### src/rtl/commit_stage_pkg.sv
// Shared types and constants for the in-order commit (retire) stage.
package commit_stage_pkg;

   localparam int unsigned XLEN        = 32;
   localparam int unsigned ROB_TAG_LEN = 5;
   localparam int unsigned REG_IDX_W   = 5;
   localparam int unsigned ST_SIZE_W   = 3;

   localparam logic [REG_IDX_W-1:0] ZERO_REG = REG_IDX_W'(0);

   typedef enum logic [1:0] {
      RUN     = 2'd0,
      ST_WAIT = 2'd1,
      HALTED  = 2'd2
   } COMMIT_STATE;

   // ROB head entry as seen by the commit stage
   typedef struct packed {
      logic                   valid;
      logic                   done;
      logic [ROB_TAG_LEN-1:0] tag;
      logic [REG_IDX_W-1:0]   dest_idx;
      logic [XLEN-1:0]        value;
      logic                   wr_mem;
      logic [XLEN-1:0]        st_data;
      logic [ST_SIZE_W-1:0]   mem_size;
      logic                   mispredict;
      logic [XLEN-1:0]        target_pc;
      logic                   halt;
      logic                   illegal;
   } ROB_HEAD_PACKET;

endpackage

### src/rtl/commit_stage.sv
// In-order retirement of the ROB head: register writeback, maptable release,
// store drain over req/ack, branch-mispredict flush and halt/illegal freeze.
module commit_stage
   import commit_stage_pkg::*;
#(
   parameter int unsigned CNT_W = 64
) (
   input  logic                   clock,
   input  logic                   reset,
   input  logic                   head_valid,
   input  logic                   head_done,
   input  logic [ROB_TAG_LEN-1:0] head_tag,
   input  logic [REG_IDX_W-1:0]   head_dest_idx,
   input  logic [XLEN-1:0]        head_value,
   input  logic                   head_wr_mem,
   input  logic [XLEN-1:0]        head_st_data,
   input  logic [ST_SIZE_W-1:0]   head_mem_size,
   input  logic                   head_mispredict,
   input  logic [XLEN-1:0]        head_target_pc,
   input  logic                   head_halt,
   input  logic                   head_illegal,
   input  logic                   st_ack,
   output logic                   rob_retire,
   output logic                   wb_reg_wr_en_out,
   output logic [REG_IDX_W-1:0]   wb_reg_wr_idx_out,
   output logic [XLEN-1:0]        wb_reg_wr_data_out,
   output logic                   mt_clear_en,
   output logic [REG_IDX_W-1:0]   mt_clear_idx,
   output logic [ROB_TAG_LEN-1:0] mt_clear_tag,
   output logic                   st_req,
   output logic [XLEN-1:0]        st_addr,
   output logic [XLEN-1:0]        st_data,
   output logic [ST_SIZE_W-1:0]   st_size,
   output logic                   kill,
   output logic [XLEN-1:0]        redirect_pc,
   output logic                   halted,
   output logic                   halt_illegal,
   output logic [CNT_W-1:0]       retired_cnt
);

   ROB_HEAD_PACKET w_head;
   COMMIT_STATE    r_state;
   COMMIT_STATE    w_next_state;
   logic           w_retire;
   logic           w_st_start;
   logic           w_freeze;
   logic           w_effects;
   logic           w_dest_wr;

   logic                   r_wb_en;
   logic [REG_IDX_W-1:0]   r_wb_idx;
   logic [XLEN-1:0]        r_wb_data;
   logic                   r_mt_en;
   logic [REG_IDX_W-1:0]   r_mt_idx;
   logic [ROB_TAG_LEN-1:0] r_mt_tag;
   logic                   r_st_req;
   logic [XLEN-1:0]        r_st_addr;
   logic [XLEN-1:0]        r_st_data;
   logic [ST_SIZE_W-1:0]   r_st_size;
   logic                   r_kill;
   logic [XLEN-1:0]        r_redirect_pc;
   logic                   r_halt_illegal;
   logic [CNT_W-1:0]       r_retired_cnt;

   assign w_head = '{
      valid:      head_valid,
      done:       head_done,
      tag:        head_tag,
      dest_idx:   head_dest_idx,
      value:      head_value,
      wr_mem:     head_wr_mem,
      st_data:    head_st_data,
      mem_size:   head_mem_size,
      mispredict: head_mispredict,
      target_pc:  head_target_pc,
      halt:       head_halt,
      illegal:    head_illegal
   };

   // Halt/illegal heads retire without any architectural side effect
   assign w_freeze  = w_head.halt | w_head.illegal;
   assign w_effects = w_retire & ~w_freeze;
   assign w_dest_wr = w_effects & (w_head.dest_idx != ZERO_REG);

   // FSM state register
   always_ff @(posedge clock) begin
      if (!reset) r_state <= RUN;
      else        r_state <= w_next_state;
   end

   // FSM next-state and retire/store-start decisions
   always_comb begin
      w_next_state = r_state;
      w_retire     = 1'b0;
      w_st_start   = 1'b0;
      case (r_state)
         RUN: begin
            if (w_head.valid && w_head.done) begin
               if (w_freeze) begin
                  w_retire     = 1'b1;
                  w_next_state = HALTED;
               end else if (w_head.wr_mem) begin
                  w_st_start   = 1'b1;
                  w_next_state = ST_WAIT;
               end else begin
                  w_retire     = 1'b1;
               end
            end
         end
         ST_WAIT: begin
            if (st_ack) begin
               w_retire     = 1'b1;
               w_next_state = RUN;
            end
         end
         HALTED: begin
            w_next_state = HALTED;
         end
         default: begin
            w_next_state = RUN;
         end
      endcase
   end

   // Register writeback and maptable release, one edge after retire
   always_ff @(posedge clock) begin
      if (!reset) begin
         r_wb_en   <= 1'b0;
         r_wb_idx  <= '0;
         r_wb_data <= '0;
         r_mt_en   <= 1'b0;
         r_mt_idx  <= '0;
         r_mt_tag  <= '0;
      end else begin
         r_wb_en <= w_dest_wr;
         r_mt_en <= w_dest_wr;
         if (w_dest_wr) begin
            r_wb_idx  <= w_head.dest_idx;
            r_wb_data <= w_head.value;
            r_mt_idx  <= w_head.dest_idx;
            r_mt_tag  <= w_head.tag;
         end
      end
   end

   // Store request: raised on entry to ST_WAIT, payload frozen until ack
   always_ff @(posedge clock) begin
      if (!reset) begin
         r_st_req  <= 1'b0;
         r_st_addr <= '0;
         r_st_data <= '0;
         r_st_size <= '0;
      end else if (w_st_start) begin
         r_st_req  <= 1'b1;
         r_st_addr <= w_head.value;
         r_st_data <= w_head.st_data;
         r_st_size <= w_head.mem_size;
      end else if (r_state == ST_WAIT && st_ack) begin
         r_st_req  <= 1'b0;
      end
   end

   // Mispredict flush pulse, halt cause and retired-instruction counter
   always_ff @(posedge clock) begin
      if (!reset) begin
         r_kill         <= 1'b0;
         r_redirect_pc  <= '0;
         r_halt_illegal <= 1'b0;
         r_retired_cnt  <= '0;
      end else begin
         r_kill <= w_effects & w_head.mispredict;
         if (w_effects && w_head.mispredict) r_redirect_pc <= w_head.target_pc;
         if (w_retire && w_freeze) r_halt_illegal <= w_head.illegal;
         if (w_retire) r_retired_cnt <= r_retired_cnt + CNT_W'(1);
      end
   end

   assign rob_retire         = w_retire;
   assign wb_reg_wr_en_out   = r_wb_en;
   assign wb_reg_wr_idx_out  = r_wb_idx;
   assign wb_reg_wr_data_out = r_wb_data;
   assign mt_clear_en        = r_mt_en;
   assign mt_clear_idx       = r_mt_idx;
   assign mt_clear_tag       = r_mt_tag;
   assign st_req             = r_st_req;
   assign st_addr            = r_st_addr;
   assign st_data            = r_st_data;
   assign st_size            = r_st_size;
   assign kill               = r_kill;
   assign redirect_pc        = r_redirect_pc;
   assign halted             = (r_state == HALTED);
   assign halt_illegal       = r_halt_illegal;
   assign retired_cnt        = r_retired_cnt;

endmodule

### config.mk
export PLATFORM = sky130hd
export DESIGN_NAME = commit_stage
export DESIGN_NICKNAME = d
export VERILOG_FILES = /design/src/rtl/commit_stage_pkg.sv /design/src/rtl/commit_stage.sv
export SDC_FILE = /design/constraint.sdc
export NUM_CORES = 1
export LEC_CHECK = 0
export ABC_AREA = 1
export CAP_MARGIN = 40
export CORE_MARGIN = 10
export CORE_UTILIZATION = 30
export CTS_CLUSTER_DIAMETER = 200
export CTS_CLUSTER_SIZE = 8
export DETAILED_ROUTE_END_ITERATION = 16
export HOLD_SLACK_MARGIN = 0.06
export SLEW_MARGIN = 20
export SYNTH_ARGS = -nofsm -noshare
export SYNTH_HDL_FRONTEND = slang
export SYNTH_SLANG_ARGS = --single-unit
### constraint.sdc
create_clock -name clock -period 3.5 [get_ports clock]
set_clock_uncertainty 0.15 [all_clocks]
set_input_delay 0.525 -clock clock [delete_from_list [all_inputs] [get_ports clock]]
set_output_delay 0.525 -clock clock [all_outputs]
set_load 0.05 [all_outputs]
==> impl_metrics.toml <==
[global_route]
globalRouteOverflowTotal = 0
vias_in_the_first_global_route = 9497
grt_pass1_wl_um = 53800
grt_max_degree = 78
grt_use_total_pct = 17.1
antenna_found_initial = 2

[clocking]
clk_root_buffer_cell = "sky130_fd_sc_hd__clkbuf_16"
post_cts_resize_count = 0
numCtsBuffers = 30
postCtsSetupBuffers = 0
tritoncts = "yes"
cts.reportedPaths.clkPinSlew_ns = 0.05
clock_sinks = 211
htree_levels = 1
ctsLongestPathBuffers = 3
clk-insertion-delay-late_ns = 0.54
cts.hold.buffers_added = 0

[power]
irDropWorstVdd_mv = 0.301
design_power_total_mw = 5.52
power_leakage_nw = 4.88
cellPowerDensity_nw_per_um2 = 406

[setup_path]
timing.critical_path.slowest_cell_delay_ns = 0.94
crit_slowest_cell = "sky130_fd_sc_hd__clkdlybuf4s50_1"
cp_cell_sequence = "clkdlybuf4s50_1"
crit-reg2reg-launch = "retired_cnt[1]$_SDFFE_PN0N_"
worstRegToRegCells = 9
cp_top_family = "buffers and inverters"
worstPathMaxFanout = 6
worst-endpoint-arrival_ns = 1.96
destination_of_the_worst_register_to_register_timing_path = "retired_cnt[52]$_SDFFE_PN0N_"
worst-setup-path-type = "flip-flop to output pin"
path_depth = 1
cp.buffers_inverters = 1
crit_path_end_kind = "output pin"
setup.worst_path.start_class = "flip-flop"
worst_ep_required_time_ns = 2.82
r2r_setup_slack_ns = 1.45

[timing]
timing.final.crit_period_ns = 2.63
setup_viol = 0
finalCritPeriodShare_pct = 75.2
worst_slew_margin_pct = 46.6
finalMaxSlewViolations = 0
setup_total_negative_slack_ns = 0
rsz0062_at_grt = "no"
timing_worst_slew_pin_value_ns = 0.802
post-route-worst-setup-slack_ns = 0.867
hold_viol = 0
max_freq_mhz = 380

[floorplan]
die_width_um = 195
std_cell_rows = 64
dieHeight_um = 195
top_level_ports = 335
placeableCoreArea_um2 = 30400
fp.dieArea_um2 = 38100
initial_core_util_pct = 30.2

[synth]
netlist_top_cells_area = "sky130_fd_sc_hd__dfxtp_1 (46%), sky130_fd_sc_hd__nor2_1 (13%), sky130_fd_sc_hd__nand2_1 (12%)"
synth_warnings = 0
avgSynthCellArea_um2 = 6.88
post-synth-top-area-fraction_pct = 45.9
number_of_storage_elements_in_the_synthesis_netlist = 211
syn-num-nets = 1455
count_of_mapped_cells_out_of_synthesis = 1336
synth_area_leader_cell = "sky130_fd_sc_hd__dfxtp_1"
synth_cell_type_count = 37
netlist_area_um2 = 9200
synth.yosys.seq_area_share_pct = 45.9

[min_path]
worstHoldEndpoint = "redirect_pc[25]$_SDFFE_PN0P_"
min_delay_path_depth = 2
holdCritPathClass = "flip-flop to flip-flop"
worstHoldStart = "redirect_pc[25]$_SDFFE_PN0P_"

[routing]
detail_route.first_pass.iterations = 5
via_count_of_the_routed_design = 9548
wl_per_cell_um = 16.6
routed_wl_um = 34100
starting_drc_count_in_detailed_routing = 494
ant_nets = 0
post_drt_via_cell_ratio = 4.66
drc = 0

[place]
routabilityCongestion = 0.897
place.port_buffers = 334
post-place-cells = 2015
detailedPlace.worstSlack_ns = 0.850
detailed_place_hpwl_um = 25100

[finish]
num-fill-cells = 3116
layout-area-overhead-vs-synth_pct = 48.0
layout.cells.non_filler = 2048
most-common-layout-cells = "sky130_fd_sc_hd__clkdlybuf4s50_1 (332), sky130_fd_sc_hd__nor2_1 (314), sky130_fd_sc_hd__nand2_1 (283)"
multi_input_comb_area_um2 = 4200
fin_nets = 1770
final_common_cell = "sky130_fd_sc_hd__clkdlybuf4s50_1"
final-seq-area_um2 = 4220
layout-drive-gt1-share_pct = 5.51

[outcome]
outcome = "finished, final reports clean"

[flow_run]
maxCapViolCount = 0
## registers in the layout, indices dropped and copies added (netlist names)
name / cells
st_size: 3
redirect_pc: 32
retired_cnt: 64
halt_illegal: 1
mt_clear_tag: 5
kill: 1
st_data: 32
mt_clear_idx: 5
st_req: 1
r_state: 2
wb_reg_wr_data_out: 32
st_addr: 32
mt_clear_en: 1
## layout make-up
type,instances,share of cell area (%)
antenna,1,0.0184
clock buffer,30,5.51
clock inverter,2,0.175
inverter,118,3.26
multi-input combinational,945,30.9
sequential,211,31.0
tap,396,3.64
timing repair buffer,345,25.5
## cell usage after synthesis, drive strengths merged
cell type and number:
a21oi 106, and2 2, and3 1, buf 35
clkbuf 27, clkinv 1, dfxtp 211, ha 1
inv 117, nand2 293, nand3 46, nand3b 5
nand4 16, nor2 330, nor3 12, nor3b 4
nor4 1, o21ai 120, o21bai 3, xnor2 3
xor2 2
## report_power, final
| part | internal, mW | switching [mW] |
|---|---|---|
| clock | 1.49 | 1.02 |
| combinational | 0.225 | 0.316 |
| sequential | 2.45 | 0.0223 |
## worst register-to-register path: cells and delay by family, from the launching register on
family / cells / cell delay (ns)
AO/OA/AOI/OAI: 1 / 0.09
flip-flops: 1 / 0.43
adder cells (fa/ha/maj): 1 / 0.27
buffers and inverters: 1 / 0.16
AND/OR/NAND/NOR: 6 / 0.88
## stage by stage
step / hold WS [ns] / cell area [um^2] / util, %
after global routing: 0.301 / 13600 / 44.7
final: 0.291 / 13600 / 44.7
after detailed placement: 0.284 / 12800 / 42.2
after CTS: 0.292 / 13600 / 44.7
after floorplan: 0.406 / 9200 / -
after global placement: 0.281 / 12800 / 42.1
## per-layer routing
| layer | part of all wire, % | track usage [%] | vias up | routed length [um] |
|---|---|---|---|---|
| met1 | 42 | 20.3 | 4329 | 14300 |
| met3 | 11 | 7.73 | 45 | 3840 |
| met2 | 45 | 27.9 | 340 | 15300 |
| met4 | 1.8 | 3.85 | 2 | 621 |
| li1 | - | - | 4832 | - |
| met5 | 0.023 | 0 | - | 8 |
## cell families after synthesis
logic type,Yosys count,synth area share (%)
compound gates,229,12.5
xor+xnor,5,0.476
fa+ha+maj,1,0.136
buf+inv,180,8.37
flops,211,45.9
simple gates,710,32.5
## worst max path at each step
stage | slack (ns) | end | start
floorplan | 1.36 | retired_cnt[54]$_SDFFE_PN0N_ | retired_cnt[0]$_SDFFE_PN0N_
global placement | 0.86 | st_addr[24]$_SDFFE_PN0P_ | head_illegal
detailed placement | 0.85 | retired_cnt[24]$_SDFFE_PN0N_ | head_done
CTS | 0.83 | halted | r_state[1]$_SDFFE_PN0P_
global route | 0.77 | halted | r_state[1]$_SDFFE_PN0P_
finish | 0.87 | retired_cnt[25] | retired_cnt[25]$_SDFFE_PN0N_
Power figures use the tool's default switching activity.
